--- config.mk ---
export PLATFORM = sky130hd
export DESIGN_NAME = mod_updown_cnt
export DESIGN_NICKNAME = d
export VERILOG_FILES = /design/src/rtl/cnt_pkg.sv /design/src/rtl/mod_updown_cnt_dff_bank.sv /design/src/rtl/mod_updown_cnt.sv
export SDC_FILE = /design/constraint.sdc
export NUM_CORES = 1
export LEC_CHECK = 0
export CORE_AREA = 2 2 39 41
export CTS_CLUSTER_DIAMETER = 30
export DETAILED_ROUTE_END_ITERATION = 16
export DIE_AREA = 0 0 41 43
export PLACE_DENSITY_LB_ADDON = 0.2
export REMOVE_ABC_BUFFERS = 1
export SYNTH_ARGS = -nofsm -noshare
export SYNTH_HDL_FRONTEND = slang
export SYNTH_SLANG_ARGS = --single-unit
--- constraint.sdc ---
create_clock -name clk -period 5.1 [get_ports clk]
set_input_delay 1.275 -clock clk [delete_from_list [all_inputs] [get_ports clk]]
set_output_delay 1.275 -clock clk [all_outputs]
set_load 0.01 [all_outputs]
--- src/rtl/cnt_pkg.sv ---
// Shared types and next-value helper for the modulo-N up/down counter family.
// Values are carried at CNT_MAXW bits so one helper serves every counter width.
package cnt_pkg;

   localparam int CNT_MAXW = 31;

   typedef logic [CNT_MAXW-1:0] cnt_val_t;
   typedef logic [CNT_MAXW:0]   cnt_mod_t;

   typedef enum logic {
      CNT_WRAP = 1'b0,
      CNT_SAT  = 1'b1
   } cnt_mode_e;

   typedef enum logic {
      CNT_DOWN = 1'b0,
      CNT_UP   = 1'b1
   } cnt_dir_e;

   typedef struct packed {
      logic     bnd;
      cnt_val_t nxt;
   } cnt_res_t;

   // A boundary event is any step attempted from the top or bottom of the range,
   // whether it wraps or is held by saturation.
   function automatic cnt_res_t cnt_next(input cnt_val_t  cur,
                                         input cnt_dir_e  up,
                                         input cnt_mode_e sat,
                                         input cnt_mod_t  mod);
      cnt_res_t res;
      cnt_val_t last;
      last    = cnt_val_t'(mod - cnt_mod_t'(1));
      res.bnd = 1'b0;
      res.nxt = cur;
      if (up == CNT_UP) begin
         if (cur >= last) begin
            res.bnd = 1'b1;
            res.nxt = (sat == CNT_SAT) ? last : '0;
         end else begin
            res.nxt = cur + cnt_val_t'(1);
         end
      end else begin
         if (cur == '0) begin
            res.bnd = 1'b1;
            res.nxt = (sat == CNT_SAT) ? '0 : last;
         end else begin
            res.nxt = cur - cnt_val_t'(1);
         end
      end
      return res;
   endfunction

endpackage

--- src/rtl/mod_updown_cnt_dff_bank.sv ---
// Parametrised register bank with asynchronous active-low reset to RST_VAL.
// Latency 1 cycle; no backpressure, captures d_i on every rising edge.
module dff_bank #(
   parameter int               WIDTH   = 1,
   parameter logic [WIDTH-1:0] RST_VAL = '0
) (
   input  logic             clk_i,
   input  logic             rst_ni,
   input  logic [WIDTH-1:0] d_i,
   output logic [WIDTH-1:0] q_o
);

   always_ff @(posedge clk_i or negedge rst_ni) begin
      if (!rst_ni) begin
         q_o <= RST_VAL;
      end else begin
         q_o <= d_i;
      end
   end

endmodule

--- src/rtl/mod_updown_cnt.sv ---
// Modulo-MOD up/down counter: load > enable > hold, wrap or saturate, tc pulse, sticky ovf.
// Latency 1 cycle from any input to outputs; no backpressure, all outputs registered.
module mod_updown_cnt
   import cnt_pkg::*;
#(
   parameter int          WIDTH     = 4,
   parameter int unsigned MOD       = 16,
   parameter int unsigned RESET_VAL = 0
) (
   input  logic             clk,
   input  logic             reset,
   input  logic             en,
   input  logic             up,
   input  logic             load,
   input  logic [WIDTH-1:0] load_val,
   input  logic             sat_mode,
   input  logic             clr_ovf,
   output logic [WIDTH-1:0] counter,
   output logic             tc,
   output logic             ovf
);

   localparam logic [WIDTH-1:0] LAST    = WIDTH'(MOD - 1);
   localparam logic [WIDTH-1:0] RST_CNT = WIDTH'(RESET_VAL);

   if (WIDTH < 1 || WIDTH > CNT_MAXW) begin : g_bad_width
      $error("mod_updown_cnt: WIDTH out of range");
   end
   if (MOD < 2 || longint'(MOD) > (longint'(1) << WIDTH)) begin : g_bad_mod
      $error("mod_updown_cnt: MOD must satisfy 2 <= MOD <= 2**WIDTH");
   end
   if (RESET_VAL >= MOD) begin : g_bad_rst
      $error("mod_updown_cnt: RESET_VAL must be below MOD");
   end

   logic [WIDTH-1:0] cnt_q, cnt_d;
   logic             tc_q, tc_d;
   logic             ovf_q, ovf_d;
   cnt_res_t         step;
   logic             unused_step;

   assign step        = cnt_next(cnt_val_t'(cnt_q), cnt_dir_e'(up),
                                 cnt_mode_e'(sat_mode), cnt_mod_t'(MOD));
   assign unused_step = ^step.nxt;

   // The boundary set is applied after the clear so a coincident clr_ovf loses.
   always_comb begin
      cnt_d = cnt_q;
      tc_d  = 1'b0;
      ovf_d = clr_ovf ? 1'b0 : ovf_q;
      if (load) begin
         cnt_d = (load_val > LAST) ? LAST : load_val;
      end else if (en) begin
         cnt_d = step.nxt[WIDTH-1:0];
         tc_d  = step.bnd;
         if (step.bnd) begin
            ovf_d = 1'b1;
         end
      end
   end

   dff_bank #(.WIDTH(WIDTH), .RST_VAL(RST_CNT)) u_cnt_reg (
      .clk_i  (clk),
      .rst_ni (reset),
      .d_i    (cnt_d),
      .q_o    (cnt_q)
   );

   dff_bank #(.WIDTH(1), .RST_VAL(1'b0)) u_tc_reg (
      .clk_i  (clk),
      .rst_ni (reset),
      .d_i    (tc_d),
      .q_o    (tc_q)
   );

   dff_bank #(.WIDTH(1), .RST_VAL(1'b0)) u_ovf_reg (
      .clk_i  (clk),
      .rst_ni (reset),
      .d_i    (ovf_d),
      .q_o    (ovf_q)
   );

   assign counter = cnt_q;
   assign tc      = tc_q;
   assign ovf     = ovf_q;

endmodule
# Word level (Yosys, flattened, before mapping)
# Index checks and enable logic that the tools add are counted.
dict set report word_totals {
  out_inout_bits 6
  elab_cells 25
  input_bits 11
  reg_bits 6
}
dict set report classes {
  order_cmp 2
  n_reduce_logical 2
  add_sub_neg 2
  n_mux 16
}
# operator count
set ops {}
lappend ops {{31-bit two-way mux} 2}
lappend ops {{32-bit two-way mux} 1}
lappend ops {{4-bit two-way mux} 5}
lappend ops {{1-bit two-way mux} 8}
lappend ops {{4-bit by 1-bit adder with 5-bit output, second input constant} 1}
lappend ops {{4-bit by 1-bit subtractor with 5-bit output, second input constant} 1}
lappend ops {{4-bit greater-or-equal comparator, second input constant} 1}
lappend ops {{4-bit greater-than comparator, second input constant} 1}
lappend ops {{4-bit zero test} 1}
lappend ops {{2-bit nonzero test} 1}

# Depth between registers and ports, before layout
# Gate-level depths: netlist of run 1.
dict set report depth {
  ltp_word 6
  depth_mapped 6
  depth_no_buf 6
}

# Modules after synthesis
# A second synthesis of run 1 with hierarchy kept.
dict set report unflattened {
  hier_cells 60
  area_unflattened_um2 506.7
}
# module instances seq_area_each_um2 area_per_inst_um2 cells_each
set by_module_without_submodules {}
lappend by_module_without_submodules {mod_updown_cnt 1 0.0 356.6 54}
lappend by_module_without_submodules {{dff_bank at u_cnt_reg} 1 100.1 100.1 4}
lappend by_module_without_submodules {{dff_bank at u_ovf_reg ...} 2 25.0 25.0 1}

# Worst setup path after synthesis of run 1
# No wires, ideal clock.
dict set report synth_timing {
  path_kind {input-to-reg}
  startpoint {in up}
  endpoint {reg u_cnt_reg.q_o[0]}
  setup_time_ps 121
  path_stages 4
  required_ps 4979
  path_slack_ps 2591
  t_arrival_ps 2388
  path_buffers 1
  path_cell_list {buf_2 or4b_4 a311o_1 a22o_1}
}
dict set report synth_between {
  elab_chain_len 3
}
# item line_no
set synth_rtl {}
lappend synth_rtl {{start, declared} mod_updown_cnt.sv:13} ;# input logic up,
lappend synth_rtl {{32-bit two-way mux} cnt_pkg.sv:36} ;# if (up == CNT_UP) begin
lappend synth_rtl {{4-bit two-way mux} mod_updown_cnt.sv:53} ;# end else if (en) begin
lappend synth_rtl {{4-bit two-way mux} mod_updown_cnt.sv:51} ;# if (load) begin
lappend synth_rtl {{end signal, assigned} mod_updown_cnt_dff_bank.sv:17} ;# q_o <= d_i;
lappend synth_rtl {{end, declared} mod_updown_cnt_dff_bank.sv:10} ;# output logic [WIDTH-1:0] q_o
# No other way between the ends. The select of a mux whose other input is x is not followed.
# A chain may end at the register's enable or synchronous reset.

# Worst setup path after layout of run 1
# Same ends and word-level chain as after synthesis.

==> summary.md, run 1 <==
| Metric | Value |
|---|---|
| Vias/cell | 5.48 |
| Ys flop type | dfrtp_1 |
| Total CTS buffers | 3 |
| Longest Clk Path Bufs | 2 |
| Netlist cell types | 32 |
| Final Hold Fails | 0 |
| P per Cell Area | 240 nW/um^2 |
| # Post-CTS Setup Buffers | 0 |
| Data required time of the worst path | 5.22 ns |
| Final Setup Violations | 0 |
| Commonest cells after routing, fill and taps aside | 16 x clkdlybuf4s50_1, 6 x inv_1, 6 x dfrtp_1, 5 x a21oi_1, 4 x nand2_1 |
| # rows | 14 |
| Cts hold-fix bufs | 0 |
| Hold Path Class | flip-flop to flip-flop |
| Critical Path Fanout Max | 10 |
| Leakage dissipation | 0.281 nW |
| Detailed Place HPWL | 868 um |
| I/O pin total | 17 |
| CP Buf/Inv Count | 1 |
| Die W | 41 um |
| Arrival time worst endpoint | 2.94 ns |
| Final Cell Area | 661 sq um |
| Routed Antenna Nets | 0 |
| CP max-delay cell | clkdlybuf4s50_1 |
| Drt pass-1 iters | 3 |
| Count of cells resized by post-cts repair | 0 |
| Routability cong. | 0.709 |
| CTS H-tree depth | 1 |
| Clk pin slew, worst setup/hold paths | 0.04 ns |
| Largest net degree at the start of global routing | 14 |
| Avg Synthesized Cell Area | 8.45 sq um |
| Max incr delay on CP | 0.58 ns |
| Peak supply drop | 0.0958 mV |
| Initial antenna violation count | 0 |
| Share of cells above drive strength 1 | 8.33% |
| Cell Area, Synth | 482 sq um |
| Cell Chain, Critical Path | clkdlybuf4s50_1, or4b_4, a311o_1, a22o_1 |
| Average wire per standard cell | 13.3 um |
| Reg area | 150 sq um |
| DR vias | 482 |
| Die Area | 1760 sq um |
| Crit-path leading delay family | buffers and inverters |
| Max-slew violation count | 0 |
| Placed instance count | 85 |
| Final TNS setup | 0 ns |
| # nets final | 87 |
| Ys Warns | 0 |
| Worst skew pair latency | 0.24 ns |
| Final design utilization | 47.7% |
| Finished Layout Cells | 88 |
| Area delta synth->final | 37.1% |
| FMAX | 0.355 GHz |
| CP Capture Type | flip-flop |
| DRT iter0 DRCs | 15 |
| FILL cells | 146 |
| Max transition margin | 65.8% |
| Outcome | completed |
| Worst slew pin tran | 0.500 ns |
| Worst Skew | 0.00249 ns |
| Number of synthesized flops with an enable pin | 0 |
| Vias in the first global route | 453 |
| Post-Syn Instances | 57 |
| RSZ-0062 raised after global routing | no |
| CP Class | input pin to flip-flop |
| Initial core utilization | 34.8% |
| Startpoint class of the critical path | input pin |
| Total power draw | 0.000158 W |
| Total Wirelength | 1170 um |
| Async set or reset register ratio after synthesis | 100% |
| Max_cap viols | 0 |
| Final period util | 55.3% |
| Dpl cell area | 638 sq um |
| First-pass GRT wire length | 1860 um |
| Post-route DRC | 0 |
| I/O Buffers | 16 |
| Post-synthesis sequential area ratio | 31.2% |
| Overflow after GRT | 0 |
| Most common cell after layout, fill and taps aside | clkdlybuf4s50_1 |
| Root buf cell | clkbuf_4 |
| Clock net sink count | 6 |
| Die height | 43 um |
| Ant diodes | 0 |
| Core area | 1380 sq um |
| Total track usage | 15.3% |
| Yosys reg bits | 6 |
| Footprint of the multi-input gates | 285 sq um |
| Post-layout minimum cycle time | 2.82 ns |
| TritonCTS clock tree | yes |
[per-layer routing]
metal	part of all wire, %	GRT usage [%]	wire length (um)
met5	0	0	0
met4	0	4.00	0
met3	4.5	4.71	53
met2	45	22.5	524
met1	50	21.2	588
[cells in the mapped netlist, types with 2 or more instances]
master	count	area (sq um)
nor2_1	2	7.51
nand4_1	2	12.5
clkbuf_1	2	7.51
a311oi_1	2	17.5
o21ai_0	3	15.0
dfrtp_1	6	150
a21oi_1	5	25.0
ha_1	2	25.0
mux2i_1	2	20.0
inv_1	6	22.5
nand2_1	4	15.0
[state kept, by name, indices dropped and copies added, names as in the netlist]
register	cells
u_tc_reg.q_o	1
u_cnt_reg.q_o	4
u_ovf_reg.q_o	1
[per-stage QoR]
step,hold slack [ns],setup slack [ns]
final,0.480,2.28
after CTS,0.484,2.31
after global routing,0.496,2.24
after detailed placement,0.474,2.05
after floorplan,0.518,2.75
after global placement,0.459,2.08
[power breakdown]
part | switching (W) | leakage (nW) | total, W | internal [W]
clock | 0.0000158 | 0.0138 | 0.0000423 | 0.0000265
combinational | 0.0000243 | 0.191 | 0.0000543 | 0.0000301
sequential | 0.00000950 | 0.0760 | 0.0000615 | 0.0000520
total | 0.0000496 | 0.281 | 0.000158 | 0.000109
[kinds of logic (layout without fill, tap and decap cells)]
kind of cell | count (synthesis) | count (layout) | synth area share (%)
buffers and inverters | 10 | 25 | 9.61
multiplexers | 3 | 3 | 6.49
flip-flops | 6 | 6 | 31.2
AO/OA/AOI/OAI | 20 | 20 | 28.6
AND/OR/NAND/NOR | 16 | 16 | 19.0
adder cells (fa/ha/maj) | 2 | 2 | 5.19
[area by class of cell]
type                            instances  share of cell area (%)
Clock buffer                            3                    3.41
Inverter                                6                    3.41
Multi-Input combinational cell         41                    43.2
Sequential cell                         6                    22.7
Tap cell                               16                    3.03
Timing Repair Buffer                   16                    24.2
[path summary, 6_finish.rpt]
kind | start | to | slack (ns) | depth (start not counted)
min in group asynchronous | reset | u_tc_reg.q_o | 1.28 | 1
max reg2reg | u_cnt_reg.q_o[0] | u_cnt_reg.q_o[0] | 3.16 | 5
max | up | u_cnt_reg.q_o[0] | 2.28 | 4
max in group asynchronous | reset | u_cnt_reg.q_o[0] | 3.60 | 1
min | u_ovf_reg.q_o | u_ovf_reg.q_o | 0.48 | 1
min reg2reg | u_ovf_reg.q_o | u_ovf_reg.q_o | 0.48 | 1
Power figures use the tool's default switching activity.
==> run 2, diff against run 1 <==
Clock period 5.1 ns to 2.76 ns, I/O delays scaled along.
==> run 2 against run 1 <==
Against the previous run:
- cell area grew 1.1%
- sequential power up 85%
- power is 85% higher
- sequential share of layout area shrank 0.26 points
- global-route usage fell by 0.055 points
- hold slack got worse by 0.0026 ns
- final cell count is 1.1% higher
- via count grew 4.4%
- sequential cell count did not move
==> summary.md, run 2 (synthesis results as in run 1) <==
| Metric | Value |
|---|---|
| Outcome | completed (unchanged) |
| Initial core utilization | 34.8% (unchanged) |
| Worst skew pair latency | 0.24 ns (about the same) |
| TritonCTS clock tree | yes (unchanged) |
| WHS Endpoint | u_ovf_reg.q_o (unchanged) |
| Hold depth | 1 (unchanged) |
| Core area | 1380 sq um (unchanged) |
| Final worst slack | 0.650 ns (was 2.28 ns) |
| Clk pin slew, worst setup/hold paths | 0.04 ns (about the same) |
| Drt pass-1 iters | 4 (was 3) |
| Max FFs per register | 4 (unchanged) |
| I/O pin total | 17 (unchanged) |
| Data required time of the worst path | 2.07 ns (was 5.22 ns) |
| Die height | 43 um (unchanged) |
| CP Capture Type | output pin (was flip-flop) |
| Leakage dissipation | 0.285 nW (was 0.281 nW) |
| Max transition margin | 63.3% (was 65.8%) |
| Cts hold-fix bufs | 0 (unchanged) |
| Biggest register | u_cnt_reg.q_o (unchanged) |
| Internal Power | 0.000202 W (was 0.000109 W) |
| FMAX | 0.474 GHz |
| Most common cell after layout, fill and taps aside | clkdlybuf4s50_1 (unchanged) |
| Arrival time worst endpoint | 1.42 ns (was 2.94 ns) |
| Vias in the first global route | 435 (was 453) |
| Top Registers | u_cnt_reg.q_o (4), u_ovf_reg.q_o (1), u_tc_reg.q_o (1) (unchanged) |
| Max incr delay on CP | 0.61 ns (was 0.58 ns) |
| Sequential Power Share | 38.9% (about the same) |
| Startpoint class of the critical path | flip-flop (was input pin) |
| Total track usage | 15.3% (about the same) |
| Post-layout minimum cycle time | 2.11 ns |
| Critical Path Fanout Max | 13 (was 10) |
| Longest Clk Path Bufs | 2 (unchanged) |
| Clock net sink count | 6 (unchanged) |
| CP Class | flip-flop to output pin (was input pin to flip-flop) |
| Final TNS setup | 0 ns (unchanged) |
| Total Wirelength | 1130 um (was 1170 um) |
| Overflow after GRT | 0 (unchanged) |
| Final period util | 76.5% |
| Largest net degree at the start of global routing | 14 (unchanged) |
| DR vias | 503 (was 482) |
| Dpl cell area | 646 sq um (was 638 sq um) |
| Routability cong. | 0.768 (was 0.709) |
| R2r setup slk | 0.87 ns (was 3.16 ns) |
| Final Setup Violations | 0 (unchanged) |
| Hold_ws | 0.477 ns (was 0.480 ns) |
| Worst hold start | u_ovf_reg.q_o (unchanged) |
| First-pass GRT wire length | 1820 um (was 1860 um) |
| Routed Antenna Nets | 0 (unchanged) |
| Clock power share | 27.2% (was 26.8%) |
| R2R depth | 5 (unchanged) |
| Initial antenna violation count | 0 (unchanged) |
| Die Area | 1760 sq um (unchanged) |
| Max-slew violation count | 0 (unchanged) |
| P per Cell Area | 439 nW/um^2 (was 240 nW/um^2) |
| # rows | 14 (unchanged) |
| Net Sw Frac | 31.2% (was 31.3%) |
| Area delta synth->final | 38.7% (was 37.1%) |
| Final Hold Fails | 0 (unchanged) |
| Peak supply drop | 0.353 mV (was 0.0958 mV) |
| CTS H-tree depth | 1 (unchanged) |
| Total CTS buffers | 3 (unchanged) |
| Reg2reg start | u_cnt_reg.q_o[0] (unchanged) |
| Final Cell Area | 668 sq um (was 661 sq um) |
| Root buf cell | clkbuf_4 (unchanged) |
| Crit-path leading delay family | buffers and inverters (unchanged) |
| Die W | 41 um (unchanged) |
| Commonest cells after routing, fill and taps aside | 16 x clkdlybuf4s50_1, 6 x inv_1, 6 x dfrtp_1, 5 x a21oi_1, 4 x nand2_1 (unchanged) |
| Worst R2R End | u_cnt_reg.q_o[0] (unchanged) |
| P_sw | 0.0000915 W (was 0.0000496 W) |
| CP Buf/Inv Count | 1 (unchanged) |
| Vias/cell | 5.65 (was 5.48) |
| CP max-delay cell | clkdlybuf4s50_1 (unchanged) |
| Average wire per standard cell | 12.7 um (was 13.3 um) |
| Cell Chain, Critical Path | clkdlybuf4s50_1 (was clkdlybuf4s50_1, or4b_4, a311o_1, a22o_1) |
| Comb pwr share | 34.0% (was 34.3%) |
| # nets final | 88 (was 87) |
| I/O Buffers | 16 (unchanged) |
| Worst Skew | 0.00169 ns (was 0.00249 ns) |
| Worst slew pin tran | 0.537 ns (was 0.500 ns) |
| # Post-CTS Setup Buffers | 0 (unchanged) |
| Post-route DRC | 0 (unchanged) |
| DRT iter0 DRCs | 10 (was 15) |
| Count of cells resized by post-cts repair | 0 (unchanged) |
| Hold Path Class | flip-flop to flip-flop (unchanged) |
| Ant diodes | 0 (unchanged) |
| Share of cells above drive strength 1 | 9.59% (was 8.33%) |
| RSZ-0062 raised after global routing | no (unchanged) |
| Post-Place Setup Slack | 0.522 ns (was 2.05 ns) |
| Max_cap viols | 0 (unchanged) |
run 2: cell type report:
type                            count  area, sq um
Fill cell                         138          716
Clock buffer                        3         22.5
Sequential cell                     6          150
Timing Repair Buffer               17          168
Inverter                            6         22.5
Multi-Input combinational cell     41          285
Tap cell                           16         20.0
run 2: metal layers:
layer / global-route usage [%] / vias to the layer above / part of all wire [%]
met3: 4.71 / 2 / 7.9
met2: 22.8 / 20 / 48
li1: - / 250 / -
met5: 0 / - / 0
met1: 19.8 / 231 / 43
met4: 6.00 / 0 / 0.98
run 2: worst max path at each step:
stage,startpoint,endpoint,depth (start not counted)
2_1_floorplan,u_cnt_reg.q_o[0],u_cnt_reg.q_o[0],5
3_3_place_gp,up,u_cnt_reg.q_o[0],4
3_5_place_dp,up,u_cnt_reg.q_o[0],4
4_1_cts,u_cnt_reg.q_o[2],counter[2],1
5_1_grt,u_cnt_reg.q_o[2],counter[2],1
6_report,u_cnt_reg.q_o[2],counter[2],1
run 2: power by group through the flow:
stage / Clock (W) / Combinational, W / Sequential [W]
CTS: 0.0000837 / 0.000101 / 0.000114
floorplan: 0 / 0.0000497 / 0.000114
global placement: 0 / 0.000101 / 0.000115
finish: 0.0000796 / 0.0000996 / 0.000114
detailed placement: 0 / 0.000100 / 0.000115
global route: 0.0000861 / 0.000111 / 0.000116
run 2: through the flow:
step / cells / utilization, % / total power (W)
global placement: 86 / 46.7 / 0.000216
CTS: 89 / 48.3 / 0.000299
floorplan: 53 / - / 0.000164
global route: 89 / 48.3 / 0.000313
detailed placement: 86 / 46.7 / 0.000216
finish: 89 / 48.3 / 0.000293
